[src/rtl/dp_memory_be_pkg.sv]
// Shared types and helpers for the byte-enable dual-port memory.
package memory_pkg;

    // Cross-port read-during-write behaviour.
    typedef enum logic {
        RDW_OLD = 1'b0,
        RDW_NEW = 1'b1
    } rdw_mode_e;

    // Clear-sweep controller states.
    typedef enum logic {
        CLEAR = 1'b0,
        READY = 1'b1
    } state_e;

    // Number of byte lanes in a word of the given width.
    function automatic int bytes_of(input int data_width);
        return data_width / 8;
    endfunction

endpackage

[src/rtl/dp_memory_be_if.sv]
// One memory access port: request, byte enables, write data and read return.
interface dp_memory_be_if
    import memory_pkg::*;
#(
    parameter int ADDR = 4,
    parameter int DATA = 16
);
    localparam int BYTES = bytes_of(DATA);

    logic             en;
    logic             wr;
    logic [ADDR-1:0]  addr;
    logic [BYTES-1:0] be;
    logic [DATA-1:0]  din;
    logic [DATA-1:0]  dout;
    logic             dout_valid;

    // The requester drives the request and consumes the read return.
    modport master (
        output en, wr, addr, be, din,
        input  dout, dout_valid
    );

    // The memory consumes the request and drives the read return.
    modport slave (
        input  en, wr, addr, be, din,
        output dout, dout_valid
    );

endinterface

[src/rtl/dp_memory_be_rd_pipe.sv]
// Read return pipeline: stage 0 captures the array word, later stages add latency.
// The last stage holds its data between valid pulses; flush_n drops everything.
module rd_pipe #(
    parameter int DATA   = 16,
    parameter int RD_LAT = 1
) (
    input  logic            clk,
    input  logic            flush_n,
    input  logic            rd_en,
    input  logic [DATA-1:0] rd_data,
    output logic [DATA-1:0] dout,
    output logic            dout_valid
);

    logic [DATA-1:0] data_reg  [RD_LAT];
    logic            valid_reg [RD_LAT];

    // Shift data and valid together; data only moves when its stage is valid.
    always_ff @(posedge clk) begin
        if (!flush_n) begin
            for (int i = 0; i < RD_LAT; i++) begin
                data_reg[i]  <= '0;
                valid_reg[i] <= 1'b0;
            end
        end else begin
            valid_reg[0] <= rd_en;
            if (rd_en) begin
                data_reg[0] <= rd_data;
            end
            for (int i = 1; i < RD_LAT; i++) begin
                valid_reg[i] <= valid_reg[i-1];
                if (valid_reg[i-1]) begin
                    data_reg[i] <= data_reg[i-1];
                end
            end
        end
    end

    assign dout       = data_reg[RD_LAT-1];
    assign dout_valid = valid_reg[RD_LAT-1];

endmodule

[src/rtl/dp_memory_be.sv]
// True dual-port RAM with byte enables, pipelined reads, A-wins write collision
// resolution and a zeroing sweep after reset.
module dp_memory_be
    import memory_pkg::*;
#(
    parameter int ADDR     = 4,
    parameter int DATA     = 16,
    parameter int RD_LAT   = 1,
    parameter int RDW_MODE = 0
) (
    input  logic          clk,
    input  logic          rst_n,
    output logic          ready,
    output logic          collision,
    dp_memory_be_if.slave a,
    dp_memory_be_if.slave b
);

    localparam int  BYTES   = bytes_of(DATA);
    localparam int  DEPTH   = 2 ** ADDR;
    localparam bit  USE_NEW = (RDW_MODE == int'(RDW_NEW));

    logic [DATA-1:0] mem [DEPTH];

    state_e          state_reg, state_next;
    logic [ADDR-1:0] clr_addr_reg, clr_addr_next;
    logic            ready_reg;
    logic            collision_reg;

    logic            a_we, a_re, b_we, b_re, same_addr;
    logic [DATA-1:0] a_new_word, b_new_word, a_rd_data, b_rd_data;

    // Requests only count once the sweep is done and reset is released.
    assign a_we      = rst_n & ready_reg & a.en &  a.wr;
    assign a_re      = rst_n & ready_reg & a.en & ~a.wr;
    assign b_we      = rst_n & ready_reg & b.en &  b.wr;
    assign b_re      = rst_n & ready_reg & b.en & ~b.wr;
    assign same_addr = (a.addr == b.addr);

    // Per-lane view of each port's read word with the other port's same-cycle write applied.
    genvar gi;
    generate
        for (gi = 0; gi < BYTES; gi++) begin : g_lane
            assign a_new_word[gi*8 +: 8] = (b_we && same_addr && b.be[gi]) ?
                                           b.din[gi*8 +: 8] : mem[a.addr][gi*8 +: 8];
            assign b_new_word[gi*8 +: 8] = (a_we && same_addr && a.be[gi]) ?
                                           a.din[gi*8 +: 8] : mem[b.addr][gi*8 +: 8];
        end
    endgenerate

    assign a_rd_data = USE_NEW ? a_new_word : mem[a.addr];
    assign b_rd_data = USE_NEW ? b_new_word : mem[b.addr];

    // Array update: sweep zeroing while clearing, otherwise byte-merged writes with A winning shared lanes.
    always_ff @(posedge clk) begin
        if (rst_n && state_reg == CLEAR) begin
            mem[clr_addr_reg] <= '0;
        end else begin
            for (int i = 0; i < BYTES; i++) begin
                if (a_we && a.be[i]) begin
                    mem[a.addr][i*8 +: 8] <= a.din[i*8 +: 8];
                end
                if (b_we && b.be[i] && !(a_we && same_addr && a.be[i])) begin
                    mem[b.addr][i*8 +: 8] <= b.din[i*8 +: 8];
                end
            end
        end
    end

    // Clear FSM state register; ready follows the registered state.
    always_ff @(posedge clk) begin
        if (!rst_n) begin
            state_reg    <= CLEAR;
            clr_addr_reg <= '0;
            ready_reg    <= 1'b0;
        end else begin
            state_reg    <= state_next;
            clr_addr_reg <= clr_addr_next;
            ready_reg    <= (state_next == READY);
        end
    end

    // Clear FSM next state: walk every address once, then stay READY until reset.
    always_comb begin
        state_next    = state_reg;
        clr_addr_next = clr_addr_reg;
        case (state_reg)
            CLEAR: begin
                clr_addr_next = clr_addr_reg + ADDR'(1);
                if (clr_addr_reg == ADDR'(DEPTH - 1)) begin
                    state_next = READY;
                end
            end
            READY:   state_next = READY;
            default: state_next = CLEAR;
        endcase
    end

    // Collision pulse when both ports write a shared byte lane of one address.
    always_ff @(posedge clk) begin
        if (!rst_n) begin
            collision_reg <= 1'b0;
        end else begin
            collision_reg <= a_we & b_we & same_addr & (|(a.be & b.be));
        end
    end

    assign ready     = ready_reg;
    assign collision = collision_reg;

    rd_pipe #(.DATA(DATA), .RD_LAT(RD_LAT)) u_rd_pipe_a (
        .clk        (clk),
        .flush_n    (rst_n),
        .rd_en      (a_re),
        .rd_data    (a_rd_data),
        .dout       (a.dout),
        .dout_valid (a.dout_valid)
    );

    rd_pipe #(.DATA(DATA), .RD_LAT(RD_LAT)) u_rd_pipe_b (
        .clk        (clk),
        .flush_n    (rst_n),
        .rd_en      (b_re),
        .rd_data    (b_rd_data),
        .dout       (b.dout),
        .dout_valid (b.dout_valid)
    );

endmodule

[src/flat_wrapper.sv]
// flat-port wrapper written by rule: the top's interface ports become plain ports
module dp_memory_be_flat import memory_pkg::*;
#(
    parameter int ADDR     = 4,
    parameter int DATA     = 16,
    parameter int RD_LAT   = 1,
    parameter int RDW_MODE = 0
)
  (clk, rst_n, ready, collision, a_en, a_wr, a_addr, a_be, a_din, a_dout, a_dout_valid, b_en, b_wr, b_addr, b_be, b_din, b_dout, b_dout_valid);
  dp_memory_be_if #(.ADDR(ADDR), .DATA(DATA)) a_i ();
  dp_memory_be_if #(.ADDR(ADDR), .DATA(DATA)) b_i ();
  input  logic clk;
  input  logic rst_n;
  output logic ready;
  output logic collision;
  input wire logic [$bits(a_i.en)-1:0] a_en;
  input wire logic [$bits(a_i.wr)-1:0] a_wr;
  input wire logic [$bits(a_i.addr)-1:0] a_addr;
  input wire logic [$bits(a_i.be)-1:0] a_be;
  input wire logic [$bits(a_i.din)-1:0] a_din;
  output wire logic [$bits(a_i.dout)-1:0] a_dout;
  output wire logic [$bits(a_i.dout_valid)-1:0] a_dout_valid;
  input wire logic [$bits(b_i.en)-1:0] b_en;
  input wire logic [$bits(b_i.wr)-1:0] b_wr;
  input wire logic [$bits(b_i.addr)-1:0] b_addr;
  input wire logic [$bits(b_i.be)-1:0] b_be;
  input wire logic [$bits(b_i.din)-1:0] b_din;
  output wire logic [$bits(b_i.dout)-1:0] b_dout;
  output wire logic [$bits(b_i.dout_valid)-1:0] b_dout_valid;
  assign a_i.en = a_en;
  assign a_i.wr = a_wr;
  assign a_i.addr = a_addr;
  assign a_i.be = a_be;
  assign a_i.din = a_din;
  assign a_dout = a_i.dout;
  assign a_dout_valid = a_i.dout_valid;
  assign b_i.en = b_en;
  assign b_i.wr = b_wr;
  assign b_i.addr = b_addr;
  assign b_i.be = b_be;
  assign b_i.din = b_din;
  assign b_dout = b_i.dout;
  assign b_dout_valid = b_i.dout_valid;
  dp_memory_be #(.ADDR(ADDR), .DATA(DATA), .RD_LAT(RD_LAT), .RDW_MODE(RDW_MODE)) u_core (.clk(clk), .rst_n(rst_n), .ready(ready), .collision(collision), .a(a_i), .b(b_i));
endmodule
[config.mk]
export PLATFORM = sky130hd
export DESIGN_NAME = dp_memory_be_flat
export DESIGN_NICKNAME = d
export VERILOG_FILES = /design/src/rtl/dp_memory_be_pkg.sv /design/src/rtl/dp_memory_be_if.sv /design/src/rtl/dp_memory_be_rd_pipe.sv /design/src/rtl/dp_memory_be.sv /design/src/flat_wrapper.sv
export SDC_FILE = /design/constraint.sdc
export NUM_CORES = 1
export LEC_CHECK = 0
export BUFFER_PORTS_ARGS = -buffer_cell sky130_fd_sc_hd__buf_4
export CAP_MARGIN = 0
export CORE_ASPECT_RATIO = 0.8
export CORE_UTILIZATION = 32
export DETAILED_ROUTE_END_ITERATION = 7
export SETUP_SLACK_MARGIN = 0.05
export SYNTH_ARGS = -nofsm -noshare
export SYNTH_HDL_FRONTEND = slang
export SYNTH_SLANG_ARGS = --single-unit
[constraint.sdc]
create_clock -name clk -period 3.05 [get_ports clk]
set_clock_uncertainty 0.05 [all_clocks]
set_input_delay 0.1525 -clock clk [delete_from_list [all_inputs] [get_ports clk]]
set_output_delay 0.1525 -clock clk [all_outputs]
set_load 0.01 [all_outputs]
======== Yosys cells after proc, flatten, opt, wreduce, memory -nomap -nowiden ========
Memories as Yosys holds them, arrays and structs flattened.
Cells that the tools add are included.
storage, ports and cells
  register bits after elaboration ......... 6
  latch bits .............................. 0
  RAM bits ................................ 290
  ROM bits ................................ 0
  input bits .............................. 50
  output and inout port bits .............. 36
  word-level logic and storage cells ...... 78
  memories ................................ 5
operators by class
  $add $sub $neg .......................... 1
  multipliers ............................. 0
  div/mod/pow operators ................... 0
  order comparisons ....................... 0
  equal/unequal tests ..................... 2
  shift-type cells ........................ 0
  mux-type cells .......................... 35
  bitwise gates (word level) .............. 14
  reductions and logical operators ........ 18
memory list
  memory                        words  width  read ports  clocked after memory_dff  wr ports  line                        text
  u_core.mem                    16     16     2           0                         2         dp_memory_be.sv:23          logic [DATA-1:0] mem [DEPTH];
  u_core.u_rd_pipe_a.data_reg   1      16     1           0                         1         dp_memory_be_rd_pipe.sv:15  logic [DATA-1:0] data_reg [RD_LAT];
  u_core.u_rd_pipe_b.data_reg   1      16     1           0                         1         dp_memory_be_rd_pipe.sv:15
  u_core.u_rd_pipe_a.valid_reg  1      1      1           0                         1         dp_memory_be_rd_pipe.sv:16  logic valid_reg [RD_LAT];
  u_core.u_rd_pipe_b.valid_reg  1      1      1           0                         1         dp_memory_be_rd_pipe.sv:16
operators by type and width
  operator                                                        number
  16-bit two-way mux                                              3
  16-bit OR reduction                                             3
  1-bit two-way mux                                               29
  1-bit AND                                                       10
  1-bit logical AND                                               10
  4-bit by 1-bit adder with 4-bit output (second input constant)  1
  4-bit == test                                                   1
  4-bit == test (second input constant)                           1
  4-bit two-way mux                                               1
  1-bit NOT                                                       3
  2-bit AND                                                       1
  1-bit logical NOT                                               2
  2-bit two-way mux                                               1
  1-bit one-hot mux with 2 select lines                           1
  1-bit OR reduction                                              2
  2-bit OR reduction                                              1

======== Logic depth before layout (Yosys ltp) ========
Gate-level depths: netlist of the first run.
  depth in word-level cells ............... 10
  gate-level depth with buffers ........... 8
  depth with buffers taken out ............ 5

======== Modules after synthesis ========
A second synthesis of the first run with hierarchy kept.
unflattened totals
  cell total of the unflattened synthesis .. 1,037
  area, all modules ....................... 17,599.4 µm²
by module, submodules not included
  module        instances  cells an instance  area an instance (µm²)  sequential area each (µm²)
  dp_memory_be  1          963                16,315.6                7,807.5
  rd_pipe       2          37                 641.9                   500.5

======== Worst setup path after synthesis of the first run ========
Ideal clock, no wire load.
  path type ............................... register -> register
  start point ............................. reg u_core.state_reg
  end point ............................... mem u_core.mem[12][10], enable pin
  data arrival time ....................... 2.330 ns
  data required time ...................... 2.616 ns
  setup slack ............................. 0.286 ns
  cell stages (with the launch flop) ...... 9
  path buffers ............................ 3
  cell sequence ........................... dfxtp_1 -> buf_4 -> nand4_2 -> nor2_1 -> clkbuf_1 -> buf_4 -> mux2i_1 -> nand2_1 -> o21ai_0
RTL lines
  element                 line                text
  start, declared         dp_memory_be.sv:25  state_e state_reg, state_next;
  start signal, assigned  dp_memory_be.sv:77  state_reg <= state_next;
  end, declared           dp_memory_be.sv:23

==> reports/metrics.cfg, run 1 <==
[power]
power_density_nw_per_um2 = 470
p_leak_nw = 7.20
ir_worst_vdd_mv = 0.314

[clock_network]
clk-insertion-delay-late_ns = 0.53
cts_tree = yes
clock_path_buffers = 3
path_clk_slew_ns = 0.06
cts_sinks = 296
numCtsBuffers = 36
h-tree-depth = 2
cts_root_buf = clkbuf_16

[synth]
synth_area_um2 = 17200
ys_warn_count = 0
synth_seq_cells = 296
synth_mux_area_frac = 0.301
synth_top_family_by_area = multiplexers
synthXorXnorAreaFrac = 0.00356
synthAdderAreaFrac = 0.000727
synth-simple-area-share = 0.0884
synth_compound_area_frac = 0.0642
synthesis.nets = 1261
avgSynthCellArea_um2 = 14.2
ys_seq_area_frac = 0.512
synth_largest_area_cell = edfxtp_1
synth_top_flop_cell = edfxtp_1
synth_top_area_frac = 0.502
synth.area.top_cells = edfxtp_1 50%, mux4_2 17%, mux2_2 6.0%
synth_edf_count = 288
synthDistinctLibCells = 44
synthCells = 1210
ys_async_sr_fraction = 0

[worst_hold_path]
hold_depth = 3
hold_path_class = in2reg
min_to = u_core.mem[15][8]$_DFFE_PP_
hp-start = b_din[8]

[timing]
period_share = 0.915
fmax_mhz = 359
finalSetupTns_ns = 0
tightest_slew_ns = 1.26
finalHoldViolations = 0
slew_headroom = 0.154
rsz0062_at_grt = no
finalSetupViolations = 0
final-max-slew-violation-count = 0
fin_crit_ns = 2.79
holdWs_ns = 0.0322

[cells_and_area]
syn2layout_area_growth_pct = 15.8
diodes = 0
ff_latch_area_um2 = 8810
nNetsFinal = 1350
largest_register_ffs = 256
layout-drive-gt1-share = 0.342
fin_cells = 2016
multi_input_comb_area_um2 = 7900
fillers = 4958

[place]
dp_cells = 1945
portBuffers = 85
dpl.hpwl_um = 37900
place.gp.congestion = 0.884

[setup_path]
cp_max_fo = 16
cp-end-kind = register
worstRegToRegCells = 6
critPathKind = reg2reg
crit_arrival_ns = 2.91
rr_endpoint = u_core.mem[14][2]$_DFFE_PP_
startpoint_type = register
crit_required_ns = 3.17
r2r_setup_slack_ns = 0.26
r2r-start = u_core.state_reg$_SDFF_PN0_

[die]
rows = 75
fp.dieArea_um2 = 54700
coreArea_um2 = 52700
start_util = 0.327
die_w_um = 261
die_h_um = 209
num_io_pins = 86

[outcome]
violations = DRC
outcome = finished, violations left

[drt]
vias = 11700
drc = 2
drt_iter0_drc = 1468
viasPerCell = 5.79
drtAntennaViolNets = 0
drtPass1Iterations = 8
wirelength_um = 54300
wl_per_cell_um = 26.9

[grt]
grt_pass1_vias = 11400
grt_use_total = 0.198
grt_pass1_wl_um = 78500
grt_max_degree = 69
grt_overflow = 0
antenna_found_initial = 2

[flow_run]
maxCapViolCount = 0

report_power, final:
part           switching [mW]  internal, mW  total (mW)  leakage, nW
logic                   0.486         0.339       0.825         3.67
registers              0.0300          4.46        4.49         3.01
clock network            1.71          2.35        4.06        0.524
total                    2.23          7.15        9.38         7.20
cells in the final DEF, fill, tap and decap left out, drive strengths merged:
cell / Yosys / final
and4: 15 / 15
a21oi: 14 / 14
inv: 2 / 3
xor2: 4 / 4
a31oi: 5 / 5
nor2: 9 / 9
mux2: 144 / 144
nand3: 5 / 5
bufinv: 0 / 2
nand2b: 7 / 7
a21boi: 2 / 2
a22oi: 1 / 1
nor2b: 6 / 6
o22ai: 32 / 32
clkbuf: 57 / 45
dlygate4sd3: 0 / 9
nand2: 142 / 142
xnor2: 3 / 3
nand4b: 1 / 1
nor3: 2 / 2
and4b: 1 / 1
nand4: 33 / 33
and2: 23 / 23
o21ai: 132 / 132
o21bai: 14 / 14
mux4: 128 / 128
or3: 1 / 1
dfxtp: 8 / 8
buf: 57 / 156
mux2i: 68 / 68
ha: 1 / 1
o41ai: 1 / 1
clkinv: 0 / 11
edfxtp: 288 / 288
nor3b: 4 / 4
clkinvlp: 0 / 3
what timing repair did:
item,in CTS,in global routing
hold endpoints to repair,27,0
resized for setup,0,0
setup buffers,0,0
hold buffers,9,0
metal layers:
layer  part of all wire  routed length [um]  up-vias  track usage
li1                   -                   -     5005            -
met3               0.11                6100       79       0.0571
met2               0.42               22800      654        0.277
met5            0.00046                  25        -            0
met4              0.022                1190        4       0.0489
met1               0.45               24200     5925        0.298
worst max-delay path, stage by stage (launching register included):
cell and delay (ns):
dfxtp_1 0.34, buf_4 0.19, and4_1 0.40, and2_1 0.22, buf_4 0.31, nand4_4 0.28
o21ai_1 0.62
per-stage QoR:
step           cell area (um^2)   util  power [mW]  setup WS (ns)
2_1_floorplan             17200      -        5.03          0.286
3_3_place_gp              18800  0.356        5.37        -0.0430
3_5_place_dp              18800  0.356        5.38        -0.0615
4_1_cts                   19900  0.378        9.42          0.237
5_1_grt                   19900  0.378        9.62          0.111
6_report                  19900  0.378        9.38          0.261
worst max-delay path by stage:
stage / from / endpoint / slack, ns / depth (start not counted)
2_1_floorplan: u_core.state_reg$_SDFF_PN0_ / u_core.mem[12][10]$_DFFE_PP_ / 0.29 / 8
3_3_place_gp: b_addr[2] / u_core.mem[14][1]$_DFFE_PP_ / -0.04 / 6
3_5_place_dp: b_addr[2] / u_core.mem[4][10]$_DFFE_PP_ / -0.06 / 6
4_1_cts: rst_n / u_core.mem[5][1]$_DFFE_PP_ / 0.24 / 7
5_1_grt: u_core.state_reg$_SDFF_PN0_ / u_core.mem[14][2]$_DFFE_PP_ / 0.11 / 6
6_report: u_core.state_reg$_SDFF_PN0_ / u_core.mem[14][2]$_DFFE_PP_ / 0.26 / 6
area by class of cell:
type                    instances  share of cell area
clock buffers                  45              0.0469
well taps                     693              0.0435
repair buffers                165              0.0639
multi-input cells             798               0.396
inverters                       2            0.000376
clock inverters                17             0.00784
flip-flops and latches        296               0.442
synthesized netlist by cell type, types with 15 or more instances:
| cell type | instances |
|---|---|
| edfxtp_1 | 288 |
| nand2_1 | 142 |
| mux4_2 | 128 |
| o21ai_0 | 106 |
| mux2_2 | 92 |
| mux2i_1 | 68 |
| clkbuf_1 | 57 |
| mux2_1 | 52 |
| buf_2 | 35 |
| o22ai_1 | 32 |
| o21ai_1 | 26 |
| and2_1 | 23 |
| nand4_4 | 18 |
| and4_1 | 15 |
| buf_1 | 15 |
cell families (layout without fill, tap and decap cells):
logic type | after synthesis | count (layout)
buf+inv | 116 | 229
simple gates | 249 | 249
flops | 296 | 296
xor+xnor | 7 | 7
compound gates | 201 | 201
fa+ha+maj | 1 | 1
mux | 340 | 340
No activity file was read; power rests on OpenSTA's default activity.
==> inputs of run 2 (changes only) <==
--- a/config.mk
+++ b/config.mk
@@ -5,9 +5,10 @@
 export SDC_FILE = /design/constraint.sdc
 export NUM_CORES = 1
 export LEC_CHECK = 0
-export BUFFER_PORTS_ARGS = -buffer_cell sky130_fd_sc_hd__buf_4
+export BUFFER_PORTS_ARGS = -buffer_cell sky130_fd_sc_hd__buf_2
 export CAP_MARGIN = 0
 export CORE_ASPECT_RATIO = 0.8
+export CORE_MARGIN = 4
 export CORE_UTILIZATION = 32
 export DETAILED_ROUTE_END_ITERATION = 7
 export SETUP_SLACK_MARGIN = 0.05
==> constraint.sdc (replaced) <==
create_clock -name clk -period 3.05 [get_ports clk]
set_clock_uncertainty 0.05 [all_clocks]
set_input_delay 0.4575 -clock clk [delete_from_list [all_inputs] [get_ports clk]]
set_output_delay 0.4575 -clock clk [all_outputs]
set_load 0.01 [all_outputs]
==> reports/metrics.cfg, run 2 (synthesis results as in run 1) <==
[timing]
fin_crit_ns = 2.71
finalSetupTns_ns = 0
tightest_slew_ns = 1.00
rsz0062_at_grt = no
setup_slack_ns = 0.338
final-max-slew-violation-count = 0
holdWs_ns = 0.321
finalHoldViolations = 0
slew_headroom = 0.329
period_share = 0.889
finalSetupViolations = 0
fmax_mhz = 369

[drt]
drt_iter0_drc = 1495
vias = 11800
wirelength_um = 55400
drc = 0
wl_per_cell_um = 27.2
drtAntennaViolNets = 0
viasPerCell = 5.79
drtPass1Iterations = 5

[clock_network]
h-tree-depth = 2
holdBufCountCts = 0
cts_tree = yes
ctsResizeCount = 0
numCtsBuffers = 36
cts_root_buf = clkbuf_16
clock_path_buffers = 3
cts_sinks = 296
clk-insertion-delay-late_ns = 0.53
path_clk_slew_ns = 0.06
cts_setup_buffers = 0

[outcome]
outcome = finished clean

[worst_hold_path]
hp-start = b_wr
hold_path_class = in2reg
min_to = u_core.u_rd_pipe_b.valid_reg[0]$_DFF_P_
hold_depth = 3

[grt]
grt_overflow = 0
antenna_found_initial = 4
grt_pass1_wl_um = 81100
grt_pass1_vias = 11500
grt_use_total = 0.189
grt_max_degree = 69

[setup_path]
cpMostUsedCell = buf_4
slowest_delay_ns = 0.39
critPathSlowestCell = dfxtp_1
r2r_setup_slack_ns = 0.34
path_cells = nand4_2 > nor2_4 > buf_4 > mux2i_1 > nand2_1 > o21ai_0 > buf_4
cp-end-kind = register
cp_max_fo = 33
crit_arrival_ns = 2.88
path_delay_family = simple AND/OR/NAND/NOR gates
worstRegToRegCells = 7
rr_endpoint = u_core.mem[9][15]$_DFFE_PP_
critPathKind = reg2reg
startpoint_type = register
crit_required_ns = 3.22
path_buf_inv = 2
r2r-start = u_core.state_reg$_SDFF_PN0_

[power]
total_power_mw = 9.79
power_density_nw_per_um2 = 488
ir_worst_vdd_mv = 0.378
p_leak_nw = 7.34

[cells_and_area]
layout_common_cells = 288 x edfxtp_1, 142 x nand2_1, 128 x mux4_2
largest_register_ffs = 256
final_cell_area_um2 = 20100
fillers = 4918
layout-drive-gt1-share = 0.359
layout_commonest_cell = edfxtp_1
syn2layout_area_growth_pct = 16.5
nNetsFinal = 1367

[place]
place_area_um2 = 18800
portBuffers = 85
dpl.hpwl_um = 38700
place.gp.congestion = 0.874
pre_cts_ws_ns = 0.147

[die]
die_h_um = 215
num_io_pins = 86
rows = 75
start_util = 0.326
fp.dieArea_um2 = 57600
coreArea_um2 = 52800
die_w_um = 267

[flow_run]
maxCapViolCount = 0

[run 2: power by group]
part	internal (mW)	total [mW]	switching, mW	leakage (nW)
Combinational	0.310	0.788	0.478	3.73
Sequential	4.47	4.49	0.0285	3.01
Clock	2.78	4.51	1.73	0.595
Total	7.56	9.79	2.23	7.34
[run 2: final cells by class]
cell class | instances | area (um^2) | area share
multi-input cells | 798 | 7900 | 0.394
diodes | 1 | 2.50 | 0.000125
clock buffers | 47 | 983 | 0.0490
well taps | 693 | 867 | 0.0432
clock inverters | 16 | 240 | 0.0120
repair buffers | 182 | 1250 | 0.0623
inverters | 2 | 7.51 | 0.000374
flip-flops and latches | 296 | 8810 | 0.439
[run 2: worst max-delay path by stage]
stage / from / to / slack (ns) / cells past startpoint
2_1_floorplan: u_core.state_reg$_SDFF_PN0_ / u_core.mem[12][10]$_DFFE_PP_ / 0.29 / 8
3_3_place_gp: a_wr / u_core.mem[9][10]$_DFFE_PP_ / 0.20 / 8
3_5_place_dp: a_wr / u_core.mem[9][10]$_DFFE_PP_ / 0.15 / 8
4_1_cts: u_core.state_reg$_SDFF_PN0_ / u_core.mem[9][15]$_DFFE_PP_ / 0.36 / 7
5_1_grt: u_core.state_reg$_SDFF_PN0_ / u_core.mem[9][15]$_DFFE_PP_ / 0.15 / 7
6_report: u_core.state_reg$_SDFF_PN0_ / u_core.mem[9][15]$_DFFE_PP_ / 0.34 / 7
[run 2: per-stage QoR]
stage                     utilization  instances
after floorplan                     -       1210
after global placement          0.356       1971
after detailed placement        0.356       1971
after CTS                       0.380       2034
after global routing            0.380       2034
final                           0.380       2035
[run 2: worst min-delay path, stage by stage]
cell	delay, ns
buf_2	0.15
buf_4	0.14
nor2_1	0.09
[run 2: layer usage]
layer  share of wire  GRT usage
met2            0.43      0.273
met5         0.00023          0
met4           0.020     0.0468
met3            0.11     0.0524
met1            0.44      0.282
